`src/rtl/seg7_to_bin_seq_pkg.sv`:
```
// Shared definitions for the 7-segment readback path: digit pattern table,
// FSM state encoding, widths and the BCD correction step.
package seg7_to_bin_seq_pkg;

    localparam int BIN_WIDTH = 10;
    localparam int ITERS     = 10;
    localparam int BCD_W     = 12;
    localparam int SHIFT_W   = BCD_W + BIN_WIDTH;

    // Patterns in SEG_ON=0 form, bit6 (middle) .. bit0 (top).
    localparam logic [6:0] SEG_D0 = 7'b1000000;
    localparam logic [6:0] SEG_D1 = 7'b1111001;
    localparam logic [6:0] SEG_D2 = 7'b0100100;
    localparam logic [6:0] SEG_D3 = 7'b0110000;
    localparam logic [6:0] SEG_D4 = 7'b0011001;
    localparam logic [6:0] SEG_D5 = 7'b0010010;
    localparam logic [6:0] SEG_D6 = 7'b0000010;
    localparam logic [6:0] SEG_D7 = 7'b1111000;
    localparam logic [6:0] SEG_D8 = 7'b0000000;
    localparam logic [6:0] SEG_D9 = 7'b0011000;

    typedef enum logic [1:0] {
        IDLE  = 2'd0,
        SHIFT = 2'd1,
        DONE  = 2'd2
    } state_t;

    // Reverse double-dabble correction: any nibble that reached 8+ after the
    // right shift carried a 10 down from the digit above, so remove the excess.
    function automatic logic [BCD_W-1:0] bcd_adjust(input logic [BCD_W-1:0] b);
        logic [BCD_W-1:0] r;
        r = b;
        for (int i = 0; i < BCD_W / 4; i++) begin
            if (r[i*4 +: 4] >= 4'd8) begin
                r[i*4 +: 4] = r[i*4 +: 4] - 4'd3;
            end
        end
        return r;
    endfunction

endpackage

```
`src/rtl/seg7_decode.sv`:
```
// Combinational 7-segment pattern to BCD digit decoder with a legality flag.
module seg7_decode
    import seg7_to_bin_seq_pkg::*;
#(
    parameter logic SEG_ON = 1'b0
) (
    input  logic [6:0] seg,
    output logic [3:0] digit,
    output logic       valid
);

    // Lit segments read as 1 regardless of the panel's drive polarity.
    logic [6:0] lit;
    assign lit = seg ^ {7{~SEG_ON}};

    always_comb begin
        digit = 4'd0;
        valid = 1'b1;
        case (lit)
            ~SEG_D0: digit = 4'd0;
            ~SEG_D1: digit = 4'd1;
            ~SEG_D2: digit = 4'd2;
            ~SEG_D3: digit = 4'd3;
            ~SEG_D4: digit = 4'd4;
            ~SEG_D5: digit = 4'd5;
            ~SEG_D6: digit = 4'd6;
            ~SEG_D7: digit = 4'd7;
            ~SEG_D8: digit = 4'd8;
            ~SEG_D9: digit = 4'd9;
            default: valid = 1'b0;
        endcase
    end

endmodule

```
`src/rtl/seg7_to_bin_seq.sv`:
```
// Three-digit 7-segment readback: decode to BCD, then reverse double-dabble
// to binary, one shift per clock. Handshake: start is taken only in IDLE,
// busy marks the shift phase, done pulses one cycle with the result valid.
module seg7_to_bin_seq
    import seg7_to_bin_seq_pkg::*;
#(
    parameter logic SEG_ON = 1'b0,
    parameter int   BIN_W  = BIN_WIDTH
) (
    input  logic             clk,
    input  logic             reset,
    input  logic             start,
    input  logic [6:0]       seg_hundreds,
    input  logic [6:0]       seg_tens,
    input  logic [6:0]       seg_ones,
    output logic             busy,
    output logic             done,
    output logic [BIN_W-1:0] bin_out,
    output logic             ovf8,
    output logic             err
);

    localparam logic [3:0] LAST = 4'(ITERS - 1);

    logic [3:0] d_hund, d_tens, d_ones;
    logic       v_hund, v_tens, v_ones;

    seg7_decode #(.SEG_ON(SEG_ON)) u_dec_hund (.seg(seg_hundreds), .digit(d_hund), .valid(v_hund));
    seg7_decode #(.SEG_ON(SEG_ON)) u_dec_tens (.seg(seg_tens),     .digit(d_tens), .valid(v_tens));
    seg7_decode #(.SEG_ON(SEG_ON)) u_dec_ones (.seg(seg_ones),     .digit(d_ones), .valid(v_ones));

    state_t             state_q, state_d;
    logic [SHIFT_W-1:0] sr_q, sr_d, sr_shift;
    logic [3:0]         cnt_q, cnt_d;
    logic [BIN_W-1:0]   bin_q, bin_d;
    logic               ovf_q, ovf_d;
    logic               err_q, err_d;

    assign sr_shift = sr_q >> 1;

    always_comb begin
        state_d = state_q;
        sr_d    = sr_q;
        cnt_d   = cnt_q;
        bin_d   = bin_q;
        ovf_d   = ovf_q;
        err_d   = err_q;
        case (state_q)
            IDLE: begin
                if (start) begin
                    if (v_hund && v_tens && v_ones) begin
                        sr_d    = {d_hund, d_tens, d_ones, {BIN_W{1'b0}}};
                        cnt_d   = 4'd0;
                        state_d = SHIFT;
                    end else begin
                        bin_d   = '0;
                        ovf_d   = 1'b0;
                        err_d   = 1'b1;
                        state_d = DONE;
                    end
                end
            end
            SHIFT: begin
                sr_d  = {bcd_adjust(sr_shift[SHIFT_W-1:BIN_W]), sr_shift[BIN_W-1:0]};
                cnt_d = cnt_q + 4'd1;
                if (cnt_q == LAST) begin
                    bin_d   = sr_shift[BIN_W-1:0];
                    ovf_d   = (sr_shift[BIN_W-1:0] > BIN_W'(255));
                    err_d   = 1'b0;
                    state_d = DONE;
                end
            end
            DONE:    state_d = IDLE;
            default: state_d = IDLE;
        endcase
    end

    always_ff @(posedge clk) begin
        if (reset) begin
            state_q <= IDLE;
            sr_q    <= '0;
            cnt_q   <= 4'd0;
            bin_q   <= '0;
            ovf_q   <= 1'b0;
            err_q   <= 1'b0;
        end else begin
            state_q <= state_d;
            sr_q    <= sr_d;
            cnt_q   <= cnt_d;
            bin_q   <= bin_d;
            ovf_q   <= ovf_d;
            err_q   <= err_d;
        end
    end

`ifndef SYNTHESIS
    // Every legal 000..999 input must have drained the BCD field completely.
    always_ff @(posedge clk) begin
        if (!reset && state_q == SHIFT && cnt_q == LAST) begin
            assert (sr_d[SHIFT_W-1:BIN_W] == '0)
                else $error("BCD residue left after final shift");
        end
    end
`endif

    assign busy    = (state_q == SHIFT);
    assign done    = (state_q == DONE);
    assign bin_out = bin_q;
    assign ovf8    = ovf_q;
    assign err     = err_q;

endmodule

```
`config.mk`:
```
export PLATFORM = sky130hd
export DESIGN_NAME = seg7_to_bin_seq
export DESIGN_NICKNAME = d
export VERILOG_FILES = /design/src/rtl/seg7_to_bin_seq_pkg.sv /design/src/rtl/seg7_decode.sv /design/src/rtl/seg7_to_bin_seq.sv
export SDC_FILE = /design/constraint.sdc
export NUM_CORES = 1
export LEC_CHECK = 0
export ABC_CLOCK_PERIOD_IN_PS = 3840
export BUFFER_PORTS_ARGS = -buffer_cell sky130_fd_sc_hd__buf_2
export CAP_MARGIN = 15
export CORE_MARGIN = 3
export CORE_UTILIZATION = 55
export CTS_BUF_LIST = sky130_fd_sc_hd__clkbuf_16
export DETAILED_ROUTE_END_ITERATION = 12
export PLACE_DENSITY_LB_ADDON = 0.3
export RECOVER_POWER = 100
export SETUP_SLACK_MARGIN = 0.2
export SLEW_MARGIN = 20
export SYNTH_ARGS = -nofsm -noshare
export SYNTH_HDL_FRONTEND = slang
export SYNTH_SLANG_ARGS = --single-unit
```
`constraint.sdc`:
```
create_clock -name clk -period 3.84 [get_ports clk]
set_input_delay 0.576 -clock clk [delete_from_list [all_inputs] [get_ports clk]]
set_output_delay 0.576 -clock clk [all_outputs]
set_load 0.03 [all_outputs]
```
==> impl_results.md, run 1 <==
* Sequential element share of the synthesized area at about 28%
* Die Area at about 6000 sq um
* Number of gates given a new drive strength after cts at 0
* Crit path cell chain: clkbuf_1, or3b_1, a2111oi_0, a31oi_1, a32o_1, or3_1, a311oi_1
* Primary FF master, synth: sky130_fd_sc_hd__dfxtp_1
* Crit-path max cell delay at 0.61 ns
* Total routed wirelength at 7030 um
* Fraction of synthesized cell area taken by the top area cell type at between 20% and 30%
* Post-synthesis net count at 391
* Port buffer count at 37
* Remaining Overflow, GRT at 0
* Placed cell count at 438
* Wire length of the first global-routing pass at about 12000 um
* Cell at the root of the clock tree: sky130_fd_sc_hd__clkbuf_16
* Count of clock tree sinks at 39
* Non-Filler Instances at ~450
* Number of synthesized flops with an enable pin at 0
* Post-synthesis to final-layout area growth at 10.8%
* Depth of the worst register-to-register path at 6
* Maximum vdd drop at between 150 and 200 uV
* Number of buffers inserted to repair setup after CTS at 0
* Top achievable clock speed at 0.341 GHz
* Post-synthesis cell area at 2810 sq um
* Number of vias after detailed routing at 2865
* Endpoints failing hold at 0
* TritonCTS clock tree: yes
* Clock-pin slew reported for the worst setup and hold paths after clock tree synthesis at approximately 0.060 ns
* Max-slew violation total from the final report at 0
* Clock insertion delay at the later pin of the skew report at 0.28 ns
* Cell at the slowest stage of the critical path: sky130_fd_sc_hd__or3_1
* Initial antenna violation count at 0
* Register Area at between 700 and 800 sq um
* End point of the worst hold path: err
* Nets at 408
* Total power draw at between 900 and 1000 uW
* Maximum fanout count along the critical path at 15
* Critical path capture point type: flip-flop
* Chip Height at 77.5 um
* Data arrival time at the worst-slack endpoint at approximately 3.1 ns
* Avg Cell Area, Syn at 7.78 sq um
* Fraction of layout cells with a size suffix above 1 at 12.7%
* Cell area power density at 321 nW/um^2
* Via count of the first global-routing pass at roughly 2500
* Average wire per cell in the routed design at between 15 and 20 um
* Detailed-router iteration count before antenna repair at 4
* Number of fill cells in the layout at approximately 450
* Hold bufs inserted after CTS at 0
* Unique cell type count in the Yosys netlist at 61
* Max_slew headroom at 41.7%
* Footprint of the multi-input gates at roughly 1800 sq um
* Class of the tightest hold or removal check: flip-flop to flip-flop
* Number of DRC violations after detailed routing at 0
* Post-synth top area cell: sky130_fd_sc_hd__dfxtp_1
* Overall Global Routing Usage at 23.8%
* Worst endpoint required time at 4.03 ns
* Crit path setup slack, layout at between 0.9 and 1 ns
* Die Width at 77.5 um
* Effective utilization at floorplan at 58.3%
* Placer's final routability congestion estimate at 0.820
* Cell leakage power at 0.00100 uW
* Category of the critical setup timing path: input port to flip-flop
* Outcome: finished, final reports clean
* Minimum period implied by the final worst setup slack at slightly below 3 ns
* Flops & latches, synth at 39
* Worst Min Path Start: err
* Most frequent cells after synthesis: sky130_fd_sc_hd__a21oi_1 (48), sky130_fd_sc_hd__dfxtp_1 (39), sky130_fd_sc_hd__clkbuf_1 (29)
* Tightest Pin Transition at roughly 0.87 ns
* Cell depth of the worst min-delay path at 1
* Synth area leaders: sky130_fd_sc_hd__dfxtp_1 (28%), sky130_fd_sc_hd__a21oi_1 (8.6%), sky130_fd_sc_hd__a311oi_2 (4.8%), sky130_fd_sc_hd__clkbuf_1 (3.9%), sky130_fd_sc_hd__nand2_1 (3.7%)
* Worst slack after detailed placement at 0.974 ns
* Startpoint Class: input port
* Floorplan row count at 25
* Level count of the clock H-tree at 2
* Clk buf depth at 2
* Yosys warning total at 0
* Clk_skew at 0.00386 ns
* I/O pin count at 38
* Reg-to-Reg Start: state_q[0]
* Most common cell in the synthesized netlist: sky130_fd_sc_hd__a21oi_1
* Final HPWL DP at 4740 um
* Initial DRC count at 286
* Setup Total Neg Slack at 0 ns
* Final worst-path cycle share at 76.3%
* Pin count of the biggest net entering global routing at 38
* Count of antenna-violating nets left after detailed routing at 0
* Synthesized instance count at 361
* Endpoint of the worst-slack reg-to-reg timing path: sr_q[11]
* Number of setup violations in the final report at 0
* Smallest hold slack at 0.481 ns
* Max capacitance violation total at 0
* Share of flip-flops with an asynchronous set or reset at 0%
* Total inserted antenna cells at 0
* Flop2flop setup slack at around 1.4 ns
* Number of buffers created by CTS at 5
* Unrepaired setup endpoints after global routing: no
* Vias per std cell at 6.42
* Core Box Area at 4820 sq um
## final cells by class
cell class              count  area share (%)
multi-input cells         278            58.7
flip-flops and latches     39            25.1
repair buffers             45            7.04
clock buffers               5            4.02
well taps                  67            2.69
clock inverters             3            1.41
inverters                   9            1.09
## flip-flops by register name, indices dropped and copies added (netlist names)
name and count:
sr_q 21, state_q 2, err 1, bin_out 10
ovf8 1, cnt_q 4
## cells by family (layout without fill, tap and decap cells)
logic type	count (synthesis)	in the layout	share of synthesized area, %
xor gates and xnor gates	14	14	4.36
buffers and inverters	44	62	6.41
adders and majority gates	6	6	2.67
DFF	39	39	27.8
and+or+nand+nor	124	124	24.6
muxes	1	1	0.356
AOI/OAI and AO/OA	133	133	33.8
## report_power, final
group	switching [uW]	internal [uW]	leakage [uW]
Combinational	74.2	40.2	0.000604
Sequential	2.39	406	0.000314
Clock	170	306	0.0000838
Total	247	753	0.00100
## routing by layer
metal | global-route usage, % | vias up | routed length [um]
met2 | 36.5 | 93 | 3300
met1 | 32.7 | 1357 | 3180
met3 | 5.22 | 18 | 404
met4 | 9.07 | 0 | 158
met5 | 0 | - | 0
li1 | - | 1397 | -
## critical path, delay by kind of cell
kind / cells / cell delay [ns]
AO/OA/AOI/OAI: 4 / 1.31
buffers and inverters: 1 / 0.19
AND/OR/NAND/NOR: 2 / 1.03
## layout by cell type (no fill, tap or decap), types with 3 or more instances in the layout
master	synthesis	layout
sky130_fd_sc_hd__a211oi_1	12	12
sky130_fd_sc_hd__a21oi_1	48	48
sky130_fd_sc_hd__a221oi_1	3	3
sky130_fd_sc_hd__a22oi_1	3	3
sky130_fd_sc_hd__a311oi_1	3	6
sky130_fd_sc_hd__a311oi_2	9	6
sky130_fd_sc_hd__a31oi_1	8	8
sky130_fd_sc_hd__a32oi_1	4	4
sky130_fd_sc_hd__and3_1	4	4
sky130_fd_sc_hd__buf_2	2	22
sky130_fd_sc_hd__buf_4	1	6
sky130_fd_sc_hd__clkbuf_1	29	17
sky130_fd_sc_hd__clkbuf_16	0	5
sky130_fd_sc_hd__dfxtp_1	39	39
sky130_fd_sc_hd__ha_1	6	6
sky130_fd_sc_hd__inv_1	9	9
sky130_fd_sc_hd__nand2_1	28	28
sky130_fd_sc_hd__nand2b_1	4	4
sky130_fd_sc_hd__nand3_1	10	10
sky130_fd_sc_hd__nand3b_1	5	5
sky130_fd_sc_hd__nand4_1	3	3
sky130_fd_sc_hd__nand4b_1	4	4
sky130_fd_sc_hd__nor2_1	23	23
sky130_fd_sc_hd__nor2b_1	8	8
sky130_fd_sc_hd__nor3_1	8	8
sky130_fd_sc_hd__nor3b_1	5	5
sky130_fd_sc_hd__nor4_1	3	3
sky130_fd_sc_hd__nor4b_1	3	3
sky130_fd_sc_hd__o211ai_1	5	5
sky130_fd_sc_hd__o21ai_0	13	13
sky130_fd_sc_hd__o31a_1	3	3
sky130_fd_sc_hd__or3b_2	3	3
sky130_fd_sc_hd__or4_1	3	3
sky130_fd_sc_hd__xnor2_1	10	10
sky130_fd_sc_hd__xor2_1	4	4
## how the worst max path moves through the flow
stage | startpoint | to | depth (start not counted) | slack (ns)
after floorplan | seg_hundreds[0] | state_q[1] | 8 | 1.32
after global placement | seg_hundreds[6] | bin_out[6] | 7 | 1.03
after detailed placement | seg_hundreds[6] | bin_out[6] | 7 | 0.97
after CTS | seg_hundreds[6] | bin_out[6] | 7 | 1.24
after global routing | seg_hundreds[6] | bin_out[6] | 7 | 0.67
final | seg_hundreds[6] | bin_out[6] | 7 | 0.91
## stage by stage
stage | instance area, sq um | utilization [%]
floorplan | 2810 | -
global placement | 3000 | 62.3
detailed placement | 3000 | 62.3
CTS | 3170 | 65.8
global route | 3110 | 64.6
finish | 3110 | 64.6
No activity file was read; power rests on OpenSTA's default activity.
==> inputs of run 2 (changes only) <==
ABC_CLOCK_PERIOD_IN_PS = 3000   (was 3840)
clock period = 3 ns   (was 3.84 ns; I/O delays follow)
==> impl_results.md, run 2 (synthesis results as in run 1) <==
* Minimum period implied by the final worst setup slack at 2.49 ns
* Average wire per cell in the routed design at 16.1 um
* Max-slew violation total from the final report at 0
* Class of the tightest hold or removal check: flip-flop to flip-flop
* Number of gates given a new drive strength after cts at 0
* Count of clock tree sinks at 39
* Port buffer count at 37
* Cell depth of the worst min-delay path at 1
* Global Route met3 Usage at under 10%
* Via count of the first global-routing pass at ~2600
* Detailed-router iteration count before antenna repair at 5
* Wire length of the first global-routing pass at 12400 um
* Data arrival time at the worst-slack endpoint at between 2 and 3 ns
* Post-synthesis to final-layout area growth at 10.3%
* Met2 capacity usage during global routing at 40.2%
* Critical path capture point type: flip-flop
* Clk buf depth at 2
* Vias per std cell at 6.43
* Initial DRC count at ~350
* Most frequent standard cell in the layout excluding fill and tap cells: sky130_fd_sc_hd__a21oi_1
* Final worst-path cycle share at 83.0%
* TritonCTS clock tree: yes
* Nets at just over 400
* Number of vias after detailed routing at between 2000 and 3000
* Maximum fanout count along the critical path at 11
* Core Box Area at 4820 sq um
* Count of antenna-violating nets left after detailed routing at 0
* Max capacitance violation total at 0
* Maximum vdd drop at ~290 uV
* Total inserted antenna cells at 0
* Commonest cells after routing, fill and taps aside: sky130_fd_sc_hd__a21oi_1 (48), sky130_fd_sc_hd__dfxtp_1 (39), sky130_fd_sc_hd__nand2_1 (28)
* Fraction of layout cells with a size suffix above 1 at between 10% and 20%
* Final standard cell utilization of the core at 64.3%
* Cell leakage power at 0.00102 uW
* Level count of the clock H-tree at 2
* Clock-pin slew reported for the worst setup and hold paths after clock tree synthesis at 0.06 ns
* Die Width at 77.5 um
* Endpoints failing hold at 0
* Startpoint Class: input port
* Register containing the most flip-flops in the final layout: sr_q
* Chip Height at 77.5 um
* Smallest hold slack at 0.466 ns
* Number of setup violations in the final report at 0
* Number of DRC violations after detailed routing at 0
* Cell at the root of the clock tree: sky130_fd_sc_hd__clkbuf_16
* Setup Total Neg Slack at 0 ns
* Max_slew headroom at 62.1%
* Floorplan row count at 25
* Category of the critical setup timing path: input port to flip-flop
* Cell area power density at about 380 nW/um^2
* Number of buffers inserted to repair setup after CTS at 0
* Placer's final routability congestion estimate at 0.841
* Clk_skew at between 0.004 and 0.005 ns
* Number of buffers created by CTS at 5
* Die Area at 6000 sq um
* Initial antenna violation count at 0
* Effective utilization at floorplan at 58.3%
* Overall Global Routing Usage at roughly a quarter
* Final HPWL DP at 5080 um
* Depth of the worst register-to-register path at 7
* Max FFs per register at 21
* Unrepaired setup endpoints after global routing: no
* Remaining Overflow, GRT at 0
* Top achievable clock speed at 0.401 GHz
* Hold bufs inserted after CTS at 0
* Total routed wirelength at 7240 um
* Tightest Pin Transition at 0.568 ns
* Pin count of the biggest net entering global routing at 23
* Outcome: finished, final reports clean
* I/O pin count at 38
* Clock insertion delay at the later pin of the skew report at 0.28 ns
* M1 GR Usage at 34.2%
* Most used routing layer: met2
* Worst endpoint required time at 3.21 ns
[run 2: per-layer routing]
metal / wire, um / part of all wire (%)
met1: 3210 / 44
met2: 3380 / 47
met3: 522 / 7.2
met4: 125 / 1.7
met5: 0 / 0
[run 2: final cells by class]
class,instances,area [sq um]
inverter,9,33.8
multi-input combinational,278,1800
timing repair buffer,50,260
clock buffer,5,125
tap,67,83.8
clock inverter,3,16.3
sequential,39,781
fill,460,1720
[run 2: worst max-delay path, stage by stage]
cell and delay [ns]:
sky130_fd_sc_hd__clkbuf_1 0.20, sky130_fd_sc_hd__or3b_1 0.41, sky130_fd_sc_hd__a2111oi_0 0.41, sky130_fd_sc_hd__a31oi_1 0.12
sky130_fd_sc_hd__a32o_1 0.34, sky130_fd_sc_hd__clkbuf_1 0.24, sky130_fd_sc_hd__or3_1 0.38, sky130_fd_sc_hd__a31oi_1 0.15
[run 2: path summary, 6_finish.rpt]
kind,from,endpoint,slack (ns)
hold reg to reg,err,err,0.47
setup / recovery,seg_hundreds[6],sr_q[17],0.51
hold / removal,err,err,0.47
setup reg to reg,state_q[0],sr_q[11],0.97
[run 2: stage by stage]
step / power, uW / std cells / cell area, sq um / setup WS (ns)
finish: 1180 / 451 / 3100 / 0.509
global route: 1220 / 451 / 3100 / 0.321
CTS: 1190 / 451 / 3180 / 0.648
detailed placement: 683 / 443 / 3040 / 0.366
global placement: 679 / 443 / 3040 / 0.410
floorplan: 634 / 361 / 2810 / 0.611
[run 2: power by group]
part / leakage, uW / total (uW) / switching, uW / internal, uW
registers: 0.000314 / 523 / 2.64 / 520
logic: 0.000632 / 147 / 93.3 / 54.1
clock network: 0.0000710 / 508 / 205 / 303
total: 0.00102 / 1180 / 300 / 877
